[src/rtl/dense_instr_decoder_if.sv]
// Stream-in / command-out bundle of the dense instruction decoder.
// slave = decoder side, master = instruction source and command consumer.
`timescale 1ns/1ps
interface dense_instr_decoder_if #(
  parameter int size            = 3,
  parameter int data_size       = 16,
  parameter int cost_type_size  = 8,
  parameter int dense_type_size = 4,
  parameter int act_type_size   = 4
);
  logic [31:0]                   in_word;
  logic                          in_valid;
  logic                          in_ready;
  logic [act_type_size-1:0]      act_type;
  logic [dense_type_size-1:0]    dense_type;
  logic [cost_type_size-1:0]     cost_type;
  logic [data_size*size-1:0]     w;
  logic [data_size*size-1:0]     x;
  logic [data_size*size-1:0]     label;
  logic [31:0]                   w_layer_index;
  logic [31:0]                   w_row_index;
  logic                          is_update;
  logic                          load_w;
  logic                          backprop_cost;
  logic                          out_valid;
  logic                          out_ready;
  logic                          illegal_op;
  logic [15:0]                   err_count;

  modport slave (
    input  in_word, in_valid, out_ready,
    output in_ready, act_type, dense_type, cost_type, w, x, label,
           w_layer_index, w_row_index, is_update, load_w, backprop_cost,
           out_valid, illegal_op, err_count
  );

  modport master (
    output in_word, in_valid, out_ready,
    input  in_ready, act_type, dense_type, cost_type, w, x, label,
           w_layer_index, w_row_index, is_update, load_w, backprop_cost,
           out_valid, illegal_op, err_count
  );
endinterface

[src/rtl/dense_instr_decoder.sv]
// Parses header + payload words into one held dense command for the decode register.
// Optional DECODE_ERR_COUNT_EN builds a saturating illegal-opcode counter.
`timescale 1ns/1ps
module dense_instr_decoder #(
  parameter int size            = 3,
  parameter int data_size       = 16,
  parameter int cost_type_size  = 8,
  parameter int dense_type_size = 4,
  parameter int act_type_size   = 4
) (
  input logic                 clk,
  input logic                 rst,
  dense_instr_decoder_if.slave bus
);
  localparam logic [2:0] IDLE   = 3'd0;
  localparam logic [2:0] IDX_L  = 3'd1;
  localparam logic [2:0] IDX_R  = 3'd2;
  localparam logic [2:0] LD_W   = 3'd3;
  localparam logic [2:0] LD_X   = 3'd4;
  localparam logic [2:0] LD_LBL = 3'd5;
  localparam logic [2:0] EMIT   = 3'd6;

  localparam logic [3:0] OP_LOAD_W   = 4'd1;
  localparam logic [3:0] OP_FORWARD  = 4'd2;
  localparam logic [3:0] OP_TRAIN    = 4'd3;
  localparam logic [3:0] OP_BACKPROP = 4'd4;

  localparam int cnt_w = (size > 1) ? $clog2(size) : 1;
  localparam logic [cnt_w-1:0] cnt_last = cnt_w'(size - 1);

  logic [2:0]                 state_reg, state_next;
  logic [cnt_w-1:0]           cnt_reg;
  logic [3:0]                 op_reg;
  logic [act_type_size-1:0]   act_type_reg;
  logic [dense_type_size-1:0] dense_type_reg;
  logic [cost_type_size-1:0]  cost_type_reg;
  logic [31:0]                w_layer_index_reg, w_row_index_reg;
  logic                       is_update_reg, load_w_reg, backprop_cost_reg;
  logic                       out_valid_reg, illegal_op_reg;

  logic                 accept;
  logic                 last_elem;
  logic                 loading;
  logic                 hdr_legal;
  logic                 hdr_illegal;
  logic [3:0]           hdr_op;
  logic [data_size-1:0] elem;

  assign bus.in_ready = (state_reg != EMIT);
  assign accept       = bus.in_valid && bus.in_ready;
  assign last_elem    = (cnt_reg == cnt_last);
  assign loading      = (state_reg == LD_W) || (state_reg == LD_X) || (state_reg == LD_LBL);
  assign hdr_op       = bus.in_word[3:0];
  assign hdr_legal    = (hdr_op == OP_LOAD_W) || (hdr_op == OP_FORWARD) ||
                        (hdr_op == OP_TRAIN)  || (hdr_op == OP_BACKPROP);
  assign hdr_illegal  = (state_reg == IDLE) && accept && !hdr_legal;
  assign elem         = bus.in_word[data_size-1:0];

  always_comb begin
    state_next = state_reg;
    case (state_reg)
      IDLE: begin
        if (accept) begin
          case (hdr_op)
            OP_LOAD_W:             state_next = IDX_L;
            OP_FORWARD, OP_TRAIN:  state_next = LD_X;
            OP_BACKPROP:           state_next = LD_LBL;
            default:               state_next = IDLE;
          endcase
        end
      end
      IDX_L:  if (accept) state_next = IDX_R;
      IDX_R:  if (accept) state_next = LD_W;
      LD_W:   if (accept && last_elem) state_next = EMIT;
      // TRAIN carries a label vector after its input vector
      LD_X:   if (accept && last_elem) state_next = (op_reg == OP_TRAIN) ? LD_LBL : EMIT;
      LD_LBL: if (accept && last_elem) state_next = EMIT;
      EMIT:   if (out_valid_reg && bus.out_ready) state_next = IDLE;
      default: state_next = IDLE;
    endcase
  end

  always_ff @(posedge clk) begin
    if (rst) begin
      state_reg         <= IDLE;
      cnt_reg           <= '0;
      op_reg            <= '0;
      act_type_reg      <= '0;
      dense_type_reg    <= '0;
      cost_type_reg     <= '0;
      w_layer_index_reg <= '0;
      w_row_index_reg   <= '0;
      is_update_reg     <= 1'b0;
      load_w_reg        <= 1'b0;
      backprop_cost_reg <= 1'b0;
      out_valid_reg     <= 1'b0;
      illegal_op_reg    <= 1'b0;
    end else begin
      state_reg      <= state_next;
      out_valid_reg  <= (state_next == EMIT);
      illegal_op_reg <= hdr_illegal;

      if (state_next != state_reg)
        cnt_reg <= '0;
      else if (accept && loading)
        cnt_reg <= cnt_reg + 1'b1;

      // Types and flags are taken from every legal header; vectors are not
      if ((state_reg == IDLE) && accept && hdr_legal) begin
        op_reg            <= hdr_op;
        act_type_reg      <= bus.in_word[4 +: act_type_size];
        dense_type_reg    <= bus.in_word[8 +: dense_type_size];
        cost_type_reg     <= bus.in_word[12 +: cost_type_size];
        load_w_reg        <= (hdr_op == OP_LOAD_W);
        is_update_reg     <= (hdr_op == OP_TRAIN);
        backprop_cost_reg <= (hdr_op == OP_BACKPROP);
      end

      if ((state_reg == IDX_L) && accept) w_layer_index_reg <= bus.in_word;
      if ((state_reg == IDX_R) && accept) w_row_index_reg   <= bus.in_word;
    end
  end

  genvar gi;
  generate
    for (gi = 0; gi < size; gi++) begin : g_elem
      localparam logic [cnt_w-1:0] elem_idx = cnt_w'(gi);
      logic [data_size-1:0] w_elem_reg, x_elem_reg, label_elem_reg;
      logic                 hit;

      assign hit = accept && (cnt_reg == elem_idx);

      always_ff @(posedge clk) begin
        if (rst) begin
          w_elem_reg     <= '0;
          x_elem_reg     <= '0;
          label_elem_reg <= '0;
        end else begin
          if (hit && (state_reg == LD_W))   w_elem_reg     <= elem;
          if (hit && (state_reg == LD_X))   x_elem_reg     <= elem;
          if (hit && (state_reg == LD_LBL)) label_elem_reg <= elem;
        end
      end

      assign bus.w[gi*data_size +: data_size]     = w_elem_reg;
      assign bus.x[gi*data_size +: data_size]     = x_elem_reg;
      assign bus.label[gi*data_size +: data_size] = label_elem_reg;
    end
  endgenerate

`ifdef DECODE_ERR_COUNT_EN
  logic [15:0] err_count_reg;

  always_ff @(posedge clk) begin
    if (rst)
      err_count_reg <= '0;
    else if (hdr_illegal && (err_count_reg != 16'hFFFF))
      err_count_reg <= err_count_reg + 16'd1;
  end

  assign bus.err_count = err_count_reg;
`else
  assign bus.err_count = 16'd0;
`endif

  assign bus.act_type      = act_type_reg;
  assign bus.dense_type    = dense_type_reg;
  assign bus.cost_type     = cost_type_reg;
  assign bus.w_layer_index = w_layer_index_reg;
  assign bus.w_row_index   = w_row_index_reg;
  assign bus.is_update     = is_update_reg;
  assign bus.load_w        = load_w_reg;
  assign bus.backprop_cost = backprop_cost_reg;
  assign bus.out_valid     = out_valid_reg;
  assign bus.illegal_op    = illegal_op_reg;
endmodule

[src/flat_wrapper.sv]
// flat-port wrapper written by rule: the top's interface ports become plain ports
module dense_instr_decoder_flat 
#(
  parameter int size            = 3,
  parameter int data_size       = 16,
  parameter int cost_type_size  = 8,
  parameter int dense_type_size = 4,
  parameter int act_type_size   = 4
)
  (clk, rst, bus_in_word, bus_in_valid, bus_out_ready, bus_in_ready, bus_act_type, bus_dense_type, bus_cost_type, bus_w, bus_x, bus_label, bus_w_layer_index, bus_w_row_index, bus_is_update, bus_load_w, bus_backprop_cost, bus_out_valid, bus_illegal_op, bus_err_count);
  dense_instr_decoder_if #(.size(size), .data_size(data_size), .cost_type_size(cost_type_size), .dense_type_size(dense_type_size), .act_type_size(act_type_size)) bus_i ();
  input logic clk;
  input logic rst;
  input wire logic [$bits(bus_i.in_word)-1:0] bus_in_word;
  input wire logic [$bits(bus_i.in_valid)-1:0] bus_in_valid;
  input wire logic [$bits(bus_i.out_ready)-1:0] bus_out_ready;
  output wire logic [$bits(bus_i.in_ready)-1:0] bus_in_ready;
  output wire logic [$bits(bus_i.act_type)-1:0] bus_act_type;
  output wire logic [$bits(bus_i.dense_type)-1:0] bus_dense_type;
  output wire logic [$bits(bus_i.cost_type)-1:0] bus_cost_type;
  output wire logic [$bits(bus_i.w)-1:0] bus_w;
  output wire logic [$bits(bus_i.x)-1:0] bus_x;
  output wire logic [$bits(bus_i.label)-1:0] bus_label;
  output wire logic [$bits(bus_i.w_layer_index)-1:0] bus_w_layer_index;
  output wire logic [$bits(bus_i.w_row_index)-1:0] bus_w_row_index;
  output wire logic [$bits(bus_i.is_update)-1:0] bus_is_update;
  output wire logic [$bits(bus_i.load_w)-1:0] bus_load_w;
  output wire logic [$bits(bus_i.backprop_cost)-1:0] bus_backprop_cost;
  output wire logic [$bits(bus_i.out_valid)-1:0] bus_out_valid;
  output wire logic [$bits(bus_i.illegal_op)-1:0] bus_illegal_op;
  output wire logic [$bits(bus_i.err_count)-1:0] bus_err_count;
  assign bus_i.in_word = bus_in_word;
  assign bus_i.in_valid = bus_in_valid;
  assign bus_i.out_ready = bus_out_ready;
  assign bus_in_ready = bus_i.in_ready;
  assign bus_act_type = bus_i.act_type;
  assign bus_dense_type = bus_i.dense_type;
  assign bus_cost_type = bus_i.cost_type;
  assign bus_w = bus_i.w;
  assign bus_x = bus_i.x;
  assign bus_label = bus_i.label;
  assign bus_w_layer_index = bus_i.w_layer_index;
  assign bus_w_row_index = bus_i.w_row_index;
  assign bus_is_update = bus_i.is_update;
  assign bus_load_w = bus_i.load_w;
  assign bus_backprop_cost = bus_i.backprop_cost;
  assign bus_out_valid = bus_i.out_valid;
  assign bus_illegal_op = bus_i.illegal_op;
  assign bus_err_count = bus_i.err_count;
  dense_instr_decoder #(.size(size), .data_size(data_size), .cost_type_size(cost_type_size), .dense_type_size(dense_type_size), .act_type_size(act_type_size)) u_core (.clk(clk), .rst(rst), .bus(bus_i));
endmodule
[config.mk]
export PLATFORM = sky130hd
export DESIGN_NAME = dense_instr_decoder_flat
export DESIGN_NICKNAME = d
export VERILOG_FILES = /design/src/rtl/dense_instr_decoder_if.sv /design/src/rtl/dense_instr_decoder.sv /design/src/flat_wrapper.sv
export SDC_FILE = /design/constraint.sdc
export NUM_CORES = 1
export LEC_CHECK = 0
export CAP_MARGIN = 30
export CORE_UTILIZATION = 55
export CTS_CLUSTER_SIZE = 14
export DETAILED_ROUTE_END_ITERATION = 10
export DONT_BUFFER_PORTS = 1
export PLACE_DENSITY = 0.7
export SYNTH_ARGS = -nofsm -noshare
export SYNTH_HDL_FRONTEND = slang
export SYNTH_SLANG_ARGS = --single-unit
[constraint.sdc]
create_clock -name clk -period 3 [get_ports clk]
set_input_delay 0.6 -clock clk [delete_from_list [all_inputs] [get_ports clk]]
set_output_delay 0.6 -clock clk [all_outputs]
set_load 0.05 [all_outputs]
==> flow_summary.yaml <==
worst_setup_path:
  end_kind: "primary output"
  cp.arrival_ns: 1.85
  start_kind: "flip-flop"
  critPathSlowestCell: "or3_1"
  required_ns: 2.40
  slowest_delay_ns: 0.61
  crit_chain: "inv_1, or3_1"
  crit_fanout: 13
  critPathKind: "reg -> out"
sta:
  hold_violations: 0
  clock.fmax_mhz: 407
  finalClockSkew_ns: 0.00641
  setup_violations: 0
  drv_slew: 0
  min_period_ns: 2.45
  worst_hold_slack_ns: 0.155
  max_slew_margin_pct: 50.6
  grt_setup_unrepaired: "false"
  setup_ws_ns: 0.545
  worstMarginPinSlew_ns: 0.738
  fin_tns_setup_ns: 0
  period_share_pct: 81.8
cts:
  clock_path_buffers: 3
  cts_buffers: 25
  cts_hold_buf: 0
  post_cts_resized: 0
  cts-htree-levels: 1
  cts_setup_buffers: 0
  cts.sinks: 238
  cts_root_buf: "clkbuf_16"
  clk_transition_reported_paths_ns: 0.06
  cts_tree: "yes"
  worstSkewPairLatency_ns: 0.51
synthesis:
  avgSynthCellArea_um2: 8.00
  synth_seq_area_share_pct: 54.2
  synth_edf_count: 0
  synth-seq-cells: 238
  synth-compound-area-share_pct: 14.0
  ys_warn_count: 0
  yosys.area_share.xor_xnor_pct: 0.0996
  async_reset_ff_share_pct: 0
  synth-adder-area-share_pct: 0.427
  synth_top_family_by_area: "simple AND/OR/NAND/NOR gates"
  ys_types: 45
  synth_cells: 1099
  yosys-mux-area-fraction_pct: 2.28
  ys.flop_type: "dfxtp_1"
  yosys.area_share.simple_pct: 22.0
  netlist_area_um2: 8800
floorplanning:
  core_um2: 15400
  io-pin-count: 282
  die_w_um: 128
  initial_core_util_pct: 57.0
  num_rows: 45
  die_h_um: 128
  dieArea_um2: 16500
finish:
  antennaDiodeCount: 0
  final_nets: 1074
  final_layout_size_suffix_gt1_share_pct: 4.56
  area.growth.synth_to_final_pct: 6.24
route:
  viasPerCell: 5.54
  avgRoutedWirePerCell_um: 19.7
  detail-route-antenna-nets: 0
  drc: 0
  vias: 7001
  drt_iter0_drc: 655
  wl_um: 24800
  first_pass_iters: 5
power:
  power_density_nw_per_um2: 709
  power.leakage_nw: 3.13
  vdd_drop_max_mv: 0.583
  power_mw: 6.62
placed_design:
  dp_slack_ns: 0.850
  place_congestion: 0.789
  hpwl_um: 15600
  port_buffers: 0
run:
  maxCapViolCount: 0
global_routing:
  grt_antenna_before_repair: 0
  grt_max_degree: 235
  grt-ovfl-total: 0
  grtUsageTotal_pct: 29.2
  grt_first_pass_wirelength_um: 37100
  grt_pass1_vias: 6460
min_path:
  hold_class: "in -> reg"
status:
  status: "complete, no violations"
==> cells by family (layout without fill, tap and decap cells) <==
family | after synthesis | after routing
buffers and inverters | 119 | 57
other | 1 | 16
adders and majority gates | 3 | 3
muxes | 20 | 20
AOI/OAI and AO/OA | 235 | 235
DFF | 238 | 238
xor gates and xnor gates | 1 | 1
and+or+nand+nor | 482 | 482
==> synth_stat cells, drive strengths merged, types with 4 or more instances <==
master	count	area, um2
nor2	24	90.1
nand2	423	1590
o21ai	6	30.0
mux2i	20	200
nor2b	4	25.0
inv	9	33.8
nand3	5	25.0
clkbuf	50	199
buf	60	375
dfxtp	238	4760
a21oi	213	1070
and3	8	50.1
and2	5	31.3
==> final cells by class <==
class | count | area [um2]
well taps | 211 | 264
repair buffers | 4 | 30.0
multi-input cells | 757 | 3480
clock inverters | 8 | 46.3
fillers | 1430 | 6080
flip-flops and latches | 238 | 4760
clock buffers | 36 | 727
inverters | 9 | 33.8
==> worst paths after layout <==
kind | from | to | slack, ns | cells past startpoint
max reg2reg | u_core.state_reg[0] | u_core.g_elem[1].w_elem_reg[7] | 0.81 | 4
max | u_core.state_reg[2] | bus_in_ready | 0.55 | 2
min reg2reg | u_core.op_reg[3] | u_core.op_reg[3] | 0.48 | 1
min | rst | u_core.bus.dense_type[2] | 0.15 | 1
==> routing by layer <==
metal  up-vias  GRT usage [%]  routed length (um)
li1       3380              -                   -
met1      3230           35.3                9860
met2       342           46.9               11300
met3        49           11.8                3020
met4         0           10.4                 682
met5         -              0                   0
==> critical path, delay by kind of cell, from the launching register on <==
family	cells	cell delay, ns
simple gates	1	0.61
flops	1	0.58
buf+inv	1	0.16
==> stage by stage <==
step / util (%) / cells / instance area, um2
after global routing: 60.6 / 1263 / 9350
final: 60.6 / 1263 / 9350
after floorplan: - / 1114 / 8850
after global placement: 55.6 / 1219 / 8570
after detailed placement: 55.6 / 1219 / 8570
after CTS: 60.6 / 1263 / 9350
==> power by group <==
group | leakage (nW) | switching (mW) | total (mW) | internal, mW
Clock | 0.391 | 1.23 | 2.91 | 1.68
Sequential | 1.92 | 0.247 | 3.47 | 3.22
Combinational | 0.822 | 0.163 | 0.241 | 0.0778
==> cells in the final DEF (no fill, tap or decap), types with 2 or more instances in the layout <==
cell,synthesis,final
a21oi_1,213,213
clkbuf_8,0,6
a31oi_1,3,3
buf_4,22,4
and3_1,8,8
nor4_1,2,2
o211a_1,2,2
conb_1,1,16
nand3_1,5,5
ha_1,3,3
nor2_1,24,24
clkinv_2,0,7
o31ai_1,2,2
and2_1,5,5
o21ai_0,6,6
clkbuf_1,41,5
mux2i_1,20,20
and3b_1,2,2
nor2b_1,4,4
clkbuf_16,0,25
dfxtp_1,238,238
inv_1,9,9
nand2_1,423,423
No activity file was read; power rests on OpenSTA's default activity.
